[src/rtl/uart_rx_fsm.sv]
// UART receive frame controller: majority-samples the line with an external oversampling
// edge counter, walks start/data/parity/stop and delivers a byte with parity/stop error pulses.
module uart_rx_fsm #(
    parameter int DATA_W = 8
) (
    input  logic              clk,
    input  logic              rst,
    input  logic              rx_in,
    input  logic [5:0]        scale,
    input  logic              par_en,
    input  logic              par_typ,
    input  logic [4:0]        edge_count,
    input  logic              edge_done,
    output logic              edge_cnt_en,
    output logic [DATA_W-1:0] p_data,
    output logic              data_valid,
    output logic              par_err,
    output logic              stp_err
);

    typedef enum logic [2:0] {
        IDLE,
        START,
        DATA,
        PARITY,
        STOP
    } state_t;

    localparam logic [3:0] LAST_BIT = 4'(DATA_W - 1);

    state_t            state;
    logic [DATA_W-1:0] shift_reg;
    logic [3:0]        bit_cnt;
    logic              par_fail;
    logic              samp_bit;
    logic [1:0]        samp_early;
    logic [5:0]        mid;
    logic [5:0]        edge_pos;

    assign mid      = scale >> 1;
    assign edge_pos = {1'b0, edge_count};

    // The falling-edge cycle in IDLE already counts as sample 0 of the start bit.
    assign edge_cnt_en = !rst && ((state != IDLE) || !rx_in);

    // NOTE: every register below uses <= so all updates see the pre-edge values of their peers.
    always_ff @(posedge clk) begin
        if (rst) begin
            state      <= IDLE;
            shift_reg  <= '0;
            bit_cnt    <= '0;
            par_fail   <= 1'b0;
            samp_bit   <= 1'b1;
            samp_early <= 2'b11;
            p_data     <= '0;
            data_valid <= 1'b0;
            par_err    <= 1'b0;
            stp_err    <= 1'b0;
        end else begin
            data_valid <= 1'b0;
            par_err    <= 1'b0;
            stp_err    <= 1'b0;

            // Third sample is taken straight from the line so the vote is ready before edge_done.
            if (state != IDLE) begin
                if (edge_pos == mid - 6'd1) samp_early[0] <= rx_in;
                if (edge_pos == mid)        samp_early[1] <= rx_in;
                if (edge_pos == mid + 6'd1)
                    samp_bit <= (samp_early[0] & samp_early[1]) |
                                (samp_early[0] & rx_in) |
                                (samp_early[1] & rx_in);
            end

            case (state)
                IDLE: begin
                    if (!rx_in) state <= START;
                end
                START: begin
                    if (edge_done) begin
                        if (!samp_bit) begin
                            state   <= DATA;
                            bit_cnt <= '0;
                        end else begin
                            state <= IDLE;
                        end
                    end
                end
                DATA: begin
                    if (edge_done) begin
                        shift_reg <= {samp_bit, shift_reg[DATA_W-1:1]};
                        bit_cnt   <= bit_cnt + 4'd1;
                        if (bit_cnt == LAST_BIT) state <= par_en ? PARITY : STOP;
                    end
                end
                PARITY: begin
                    if (edge_done) begin
                        par_fail <= samp_bit != (^shift_reg ^ par_typ);
                        state    <= STOP;
                    end
                end
                STOP: begin
                    if (edge_done) begin
                        stp_err  <= !samp_bit;
                        par_err  <= par_fail & par_en;
                        if (samp_bit && !(par_fail && par_en)) begin
                            data_valid <= 1'b1;
                            p_data     <= shift_reg;
                        end
                        par_fail <= 1'b0;
                        state    <= IDLE;
                    end
                end
                default: state <= IDLE;
            endcase
        end
    end

endmodule

[config.mk]
export PLATFORM = sky130hd
export DESIGN_NAME = uart_rx_fsm
export DESIGN_NICKNAME = d
export VERILOG_FILES = /design/src/rtl/uart_rx_fsm.sv
export SDC_FILE = /design/constraint.sdc
export NUM_CORES = 1
export LEC_CHECK = 0
export ABC_CLOCK_PERIOD_IN_PS = 3400
export CAP_MARGIN = 15
export CORE_MARGIN = 1
export CORE_UTILIZATION = 50
export CTS_CLUSTER_DIAMETER = 80
export CTS_CLUSTER_SIZE = 30
export DETAILED_ROUTE_END_ITERATION = 10
export DONT_BUFFER_PORTS = 1
export PLACE_DENSITY = 0.73
export SLEW_MARGIN = 20
export SYNTH_ARGS = -nofsm -noshare
export SYNTH_HDL_FRONTEND = slang
export SYNTH_SLANG_ARGS = --single-unit
[constraint.sdc]
create_clock -name clk -period 3.4 [get_ports clk]
set_clock_uncertainty 0.15 [all_clocks]
set_input_delay 0.68 -clock clk [delete_from_list [all_inputs] [get_ports clk]]
set_output_delay 0.68 -clock clk [all_outputs]
set_load 0.02 [all_outputs]
==> run summary, run 1 <==
Area fraction of the dominant cell type after synthesis = 38.9%
Register-to-register setup slack = 1610 ps
Accumulated negative setup slack = 0 ps
Post_cts resized = 0
Average footprint of a synthesized cell = 8.57 um^2
Maximum number of pins on one net before global-route repair = 32
Final cell area excluding filler cells = 1640 um^2
FP Rows = 19
Clock latency of the later-clocked register in the worst-skew pair = 320 ps
Setup repair after global routing missed its margin = false
Starting DRC count in detailed routing = 63
Sink Count = 30
Worst path slowest cell = sky130_fd_sc_hd__dfxtp_1
Cell Int Power = 622 uW
Worst setup EP type = primary output
Number of antenna diodes = 0
Share of power burned in combinational logic = 5.4%
Post-Synthesis Net Count = 200
Delay-heaviest family, CP = flip-flops
Number of cells on the worst hold path = 1
Total half-perimeter wirelength after legalization and detailed placement = 2060 um
Clock buffers created by TritonCTS = 5
Number of setup buffers added after CTS = 0
Area contributors post-synth = sky130_fd_sc_hd__dfxtp_1, sky130_fd_sc_hd__mux2i_1, sky130_fd_sc_hd__nand2_1
Worst R2R End = p_data[4]
Overall global routing resource usage = 19.4%
Buffer and inverter count on the worst path = 0
Area of placed instances = 1530 um^2
Drt first pass iters = 7
Largest stage delay, worst path = 530 ps
Clock network fraction of design power = 48.3%
Cell count of the worst reg-to-reg path = 5
Clock Root Buffer = sky130_fd_sc_hd__clkbuf_4
Capture endpoint of the worst hold path = shift_reg[1]
ANT nets after route = 0
Slew margin rel. = 70.3%
Vias post-DR = 1204
Final slew viol count = 0
Overall overflow remaining after global route = 0
Most common library cell in the layout ignoring fill and taps = sky130_fd_sc_hd__dfxtp_1
Failing checks = design-rule violations
Number of warnings issued by yosys = 0
Die X-Extent = 57.5 um
TritonCTS clock tree = built
Wire length of the first global-routing pass = 4900 um
Last weighted congestion value of the routability-driven placer = 0.791
Final layout net count = 198
Number of inserted filler cells in the final layout = 245
Initial Util = 54.5%
Number of placed I/O pins = 29
Total power divided by cell area = 469 nW/um^2
H-tree depth = 2
Setup violations, final = 0
Combined area of the multi-input logic cells = 871 um^2
Final critical-path share of the clock period = 66.3%
Critical path data required time = 2570 ps
Util after Layout = 58.0%
Core footprint = 2830 um^2
Vias in the first global route = 1207
Footprint of the flip-flops and latches = 601 um^2
Highest net fanout along the worst path = 11
Run status = complete, but fails checks
WL final = 2840 um
Antenna violations before repair = 0
Average wire per cell in the routed design = 13.5 um
Critical path class = flop to primary output
Hold Worst Slack = 263 ps
Worst R2R Start = state[0]
Worst Max-Slew Pin Slew = 446 ps
Post-CTS Hold Fix Bufs = 0
CP cell instances = nor3_1, a21oi_1
Async SR Flop Fraction = 0%
Layout-stage area growth over the synthesis result = 6.33%
Via-per-instance ratio = 5.73
Final Hold Viols = 0
Hold_sp = rst
Min-delay worst type = input pin to flop
Remaining design rule violation count = 3
Worst IR Drop VDD = 0.000301 V
Synth unique cells = 37
Switching share of power = 19.1%
Sequential share of the synthesized area = 38.9%
Startpoint type of the worst setup path = flop
Number of enable-type register cells in the synthesized netlist = 0
Count of max-cap constraint violations = 0
Net switching component of the power = 147 uW
Commonest non-fill, non-tap cells in the layout = sky130_fd_sc_hd__dfxtp_1, sky130_fd_sc_hd__nand2_1, sky130_fd_sc_hd__nor2_1, sky130_fd_sc_hd__a21oi_1, sky130_fd_sc_hd__mux2i_1
Leakage power = 0.000664 uW
Die Span Y = 57.5 um
Post-layout minimum cycle time = 2250 ps
Fraction of final layout cells with drive strength greater than 1 = 7.26%
Max Clock Freq = 0.443 GHz
Data arrival, critical path = 1420 ps
Synthesized instance count = 180
# port buffers = 0
Post-synth top area cell = sky130_fd_sc_hd__dfxtp_1
Design Power = 769 uW
Netlist area before placement = 1540 um^2
Sequential share of power = 46.3%
Synthesized flop and latch total = 30
Clock-pin slew on the worst setup and hold paths = 100 ps
Primary FF master, synth = sky130_fd_sc_hd__dfxtp_1
Die footprint = 3310 um^2
Deepest clock path buffer count = 2
==> cells by family after synthesis <==
| group | Yosys count | synth area share [%] |
|---|---|---|
| adder cells (fa/ha/maj) | 4 | 3.08 |
| flip-flops | 30 | 38.9 |
| AND/OR/NAND/NOR | 74 | 22.9 |
| multiplexers | 11 | 7.14 |
| XOR/XNOR | 18 | 11.1 |
| buffers and inverters | 14 | 4.62 |
| AO/OA/AOI/OAI | 29 | 12.2 |
==> how the worst max path moves through the flow <==
stage                   from            end  slack [ps]  cells past startpoint
floorplan           scale[1]  samp_early[0]        1240                      7
global placement    scale[1]  samp_early[0]        1200                      7
detailed placement  scale[1]  samp_early[0]        1160                      7
CTS                 state[0]    edge_cnt_en        1120                      2
global route        state[0]    edge_cnt_en        1040                      2
finish              state[0]    edge_cnt_en        1150                      2
==> synthesized netlist by cell type (2+ instances only) <==
| master | instances |
|---|---|
| sky130_fd_sc_hd__buf_2 | 3 |
| sky130_fd_sc_hd__dfxtp_1 | 30 |
| sky130_fd_sc_hd__inv_1 | 5 |
| sky130_fd_sc_hd__nand3_1 | 7 |
| sky130_fd_sc_hd__ha_1 | 3 |
| sky130_fd_sc_hd__a21oi_1 | 12 |
| sky130_fd_sc_hd__nand2b_1 | 2 |
| sky130_fd_sc_hd__buf_6 | 2 |
| sky130_fd_sc_hd__a31oi_1 | 2 |
| sky130_fd_sc_hd__o21ai_0 | 3 |
| sky130_fd_sc_hd__and3b_1 | 2 |
| sky130_fd_sc_hd__nand4_1 | 2 |
| sky130_fd_sc_hd__nor2b_1 | 4 |
| sky130_fd_sc_hd__nor3_1 | 5 |
| sky130_fd_sc_hd__mux2i_1 | 11 |
| sky130_fd_sc_hd__nor2_1 | 20 |
| sky130_fd_sc_hd__clkbuf_1 | 4 |
| sky130_fd_sc_hd__a211o_1 | 2 |
| sky130_fd_sc_hd__o21a_1 | 3 |
| sky130_fd_sc_hd__nand2_1 | 24 |
| sky130_fd_sc_hd__a211oi_1 | 2 |
| sky130_fd_sc_hd__xor2_1 | 7 |
| sky130_fd_sc_hd__or2_2 | 2 |
| sky130_fd_sc_hd__xnor2_1 | 10 |
==> through the flow <==
step | std cells | setup WS, ps
after global placement | 202 | 1200
final | 210 | 1150
after CTS | 210 | 1120
after detailed placement | 202 | 1160
after floorplan | 180 | 1240
after global routing | 210 | 1040
==> metal layers <==
metal / track usage, % / routed length [um]
met4: 9.76 / 47
met5: 0 / 0
met1: 21.2 / 1240
met2: 33.1 / 1360
met3: 6.80 / 193
==> power by group through the flow <==
stage | combinational [uW] | clock (uW) | sequential, uW
after floorplan | 46.0 | 0 | 361
after global placement | 39.5 | 0 | 363
after detailed placement | 41.5 | 0 | 364
after CTS | 41.9 | 379 | 356
after global routing | 46.5 | 394 | 356
final | 41.9 | 371 | 356
==> worst register-to-register path, delay by kind of cell, from the launching register on <==
kind / cells / cell delay [ps]
and+or+nand+nor: 4 / 900
muxes: 1 / 220
DFF: 1 / 420
==> area by class of cell <==
class                      instances  area share [%]
tap                               31            2.36
clock buffer                       6            3.13
multi-input combinational        136            53.1
inverter                           5            1.14
sequential                        30            36.6
clock inverter                     2            3.66
Power figures use the tool's default switching activity.
==> inputs of run 2 (changes only) <==
- ABC_CLOCK_PERIOD_IN_PS: 3400 -> 2350
- clock period: 3.4 -> 2.35 ns (I/O delays scaled with it)
==> run 2 against run 1 <==
Against the previous run: the run still ends with design-rule violations left; highest routed layer unchanged; final cell count stayed put; flip-flop and latch count did not move; via count grew 1.1%; routed wire length grew 2.2%; critical path depth did not move; sequential power increased by 44%; power is 27% higher; largest power group is now sequential cells; count of clock-buffer cells in the layout fell by 1; first-iteration DRC count up 13%; setup slack lost 840 ps; clock power increased by 8.4%; global-route usage is 0.43 points higher.
==> run summary, run 2 (synthesis results as in run 1) <==
Clock Root Buffer = sky130_fd_sc_hd__clkbuf_4
Startpoint type of the worst setup path = flop
Number of antenna diodes = 0 (unchanged)
Die Span Y = 57.5 um (unchanged)
Die X-Extent = 57.5 um (unchanged)
Highest net fanout along the worst path = 11 (unchanged)
Worst setup EP type = primary output
Critical path data required time = 1730 ps (-840 ps)
Setup repair after global routing missed its margin = false
Clock-pin slew on the worst setup and hold paths = 100 ps (about the same)
Commonest non-fill, non-tap cells in the layout = sky130_fd_sc_hd__dfxtp_1, sky130_fd_sc_hd__nand2_1, sky130_fd_sc_hd__nor2_1, sky130_fd_sc_hd__a21oi_1, sky130_fd_sc_hd__mux2i_1
Clock buffers created by TritonCTS = 5 (unchanged)
H-tree depth = 2 (unchanged)
Initial Util = 54.5% (unchanged)
Delay-heaviest family, CP = flip-flops
# port buffers = 0 (unchanged)
Via-per-instance ratio = 5.80 (+1.1%)
Worst path slowest cell = sky130_fd_sc_hd__dfxtp_1
Post-CTS Hold Fix Bufs = 0 (unchanged)
Overall global routing resource usage = 19.8% (+0.43 points)
Vias in the first global route = 1208 (+0.083%)
ANT nets after route = 0 (unchanged)
Setup violations, final = 0 (unchanged)
Deepest clock path buffer count = 2 (unchanged)
Fraction of final layout cells with drive strength greater than 1 = 7.26% (unchanged)
Final layout net count = 198 (unchanged)
Area of placed instances = 1530 um^2 (unchanged)
TritonCTS clock tree = built
Largest stage delay, worst path = 520 ps (about the same)
Post-layout minimum cycle time = 2040 ps
Wire length of the first global-routing pass = 4970 um (+1.5%)
Number of setup buffers added after CTS = 0 (unchanged)
Overall overflow remaining after global route = 0 (unchanged)
Failing checks = design-rule violations
Average wire per cell in the routed design = 13.8 um (+2.2%)
WL final = 2900 um (+2.2%)
Layout-stage area growth over the synthesis result = 4.14%
Run status = complete, but fails checks
Post_cts resized = 0 (unchanged)
Slew margin rel. = 70.5% (+0.12 points)
Hold Worst Slack = 36.8 ps (-226 ps)
Maximum number of pins on one net before global-route repair = 32 (unchanged)
Total half-perimeter wirelength after legalization and detailed placement = 2080 um (+0.88%)
Number of inserted filler cells in the final layout = 257 (+4.9%)
Data arrival, critical path = 1420 ps (about the same)
Util after Layout = 56.8% (-1.2 points)
Total power divided by cell area = 608 nW/um^2 (+30%)
Footprint of the flip-flops and latches = 601 um^2 (unchanged)
Worst IR Drop VDD = 0.000379 V (+26%)
Max Clock Freq = 0.489 GHz
Drt first pass iters = 9 (+2)
Vias post-DR = 1217 (+1.1%)
Min-delay worst type = input pin to flop
Remaining design rule violation count = 3 (unchanged)
Final Hold Viols = 0 (unchanged)
Accumulated negative setup slack = 0 ps (unchanged)
Die footprint = 3310 um^2 (unchanged)
Sink Count = 30 (unchanged)
CP cell instances = nor3_1, a21oi_1
Combined area of the multi-input logic cells = 871 um^2 (unchanged)
Most common library cell in the layout ignoring fill and taps = sky130_fd_sc_hd__dfxtp_1
Final cell area excluding filler cells = 1610 um^2 (-2.1%)
Setup slack after placement = 300 ps (-861 ps)
Last weighted congestion value of the routability-driven placer = 0.769 (-2.8%)
Critical path class = flop to primary output
FP Rows = 19 (unchanged)
Count of max-cap constraint violations = 0 (unchanged)
Starting DRC count in detailed routing = 71 (+13%)
Clock latency of the later-clocked register in the worst-skew pair = 340 ps (+20 ps)
Leakage power = 0.000650 uW (-2.0%)
Antenna violations before repair = 0 (unchanged)
Number of placed I/O pins = 29 (unchanged)
Worst Max-Slew Pin Slew = 445 ps (-1.83 ps)
Final slew viol count = 0 (unchanged)
Core footprint = 2830 um^2 (unchanged)
Buffer and inverter count on the worst path = 0 (unchanged)
Final critical-path share of the clock period = 86.9%
Setup slack after layout = 307 ps (-838 ps)
[run 2: cell count changes in the layout (fill, tap and decap cells not counted)]
cell | previous run | this run
sky130_fd_sc_hd__clkbuf_8 | 1 | 0
sky130_fd_sc_hd__clkinv_2 | 0 | 2
sky130_fd_sc_hd__bufinv_16 | 2 | 1
[run 2: stage by stage]
| step | cells | power, uW |
|---|---|---|
| finish | 210 | 977 |
| global route | 210 | 1020 |
| CTS | 210 | 987 |
| detailed placement | 202 | 586 |
| global placement | 202 | 583 |
| floorplan | 180 | 589 |
[run 2: cell type report]
type | count | share of cell area (%)
clock buffers | 5 | 2.34
clock inverters | 3 | 2.49
inverters | 5 | 1.17
multi-input cells | 136 | 54.2
flip-flops and latches | 30 | 37.4
well taps | 31 | 2.41
[run 2: where the power goes]
group	switching [uW]	leakage (uW)	internal, uW
registers	4.27	0.000242	510
logic	31.5	0.000363	29.6
clock network	182	0.0000450	220
total	217	0.000650	760
[run 2: worst paths after layout]
kind                               start           end  slack [ps]  cells past startpoint
worst max-delay path            state[0]   edge_cnt_en         310                      2
worst min register to register  par_fail      par_fail         330                      2
worst min-delay path                 rst  shift_reg[1]          40                      1
worst max register to register  state[0]     p_data[4]         580                      5
[run 2: layer usage]
layer | vias to the layer above | part of all wire [%] | track usage [%]
met5 | - | 0 | 0
met1 | 569 | 45 | 22.2
li1 | 613 | - | -
met2 | 27 | 47 | 32.6
met4 | 0 | 1.8 | 8.71
met3 | 8 | 6.6 | 8.62
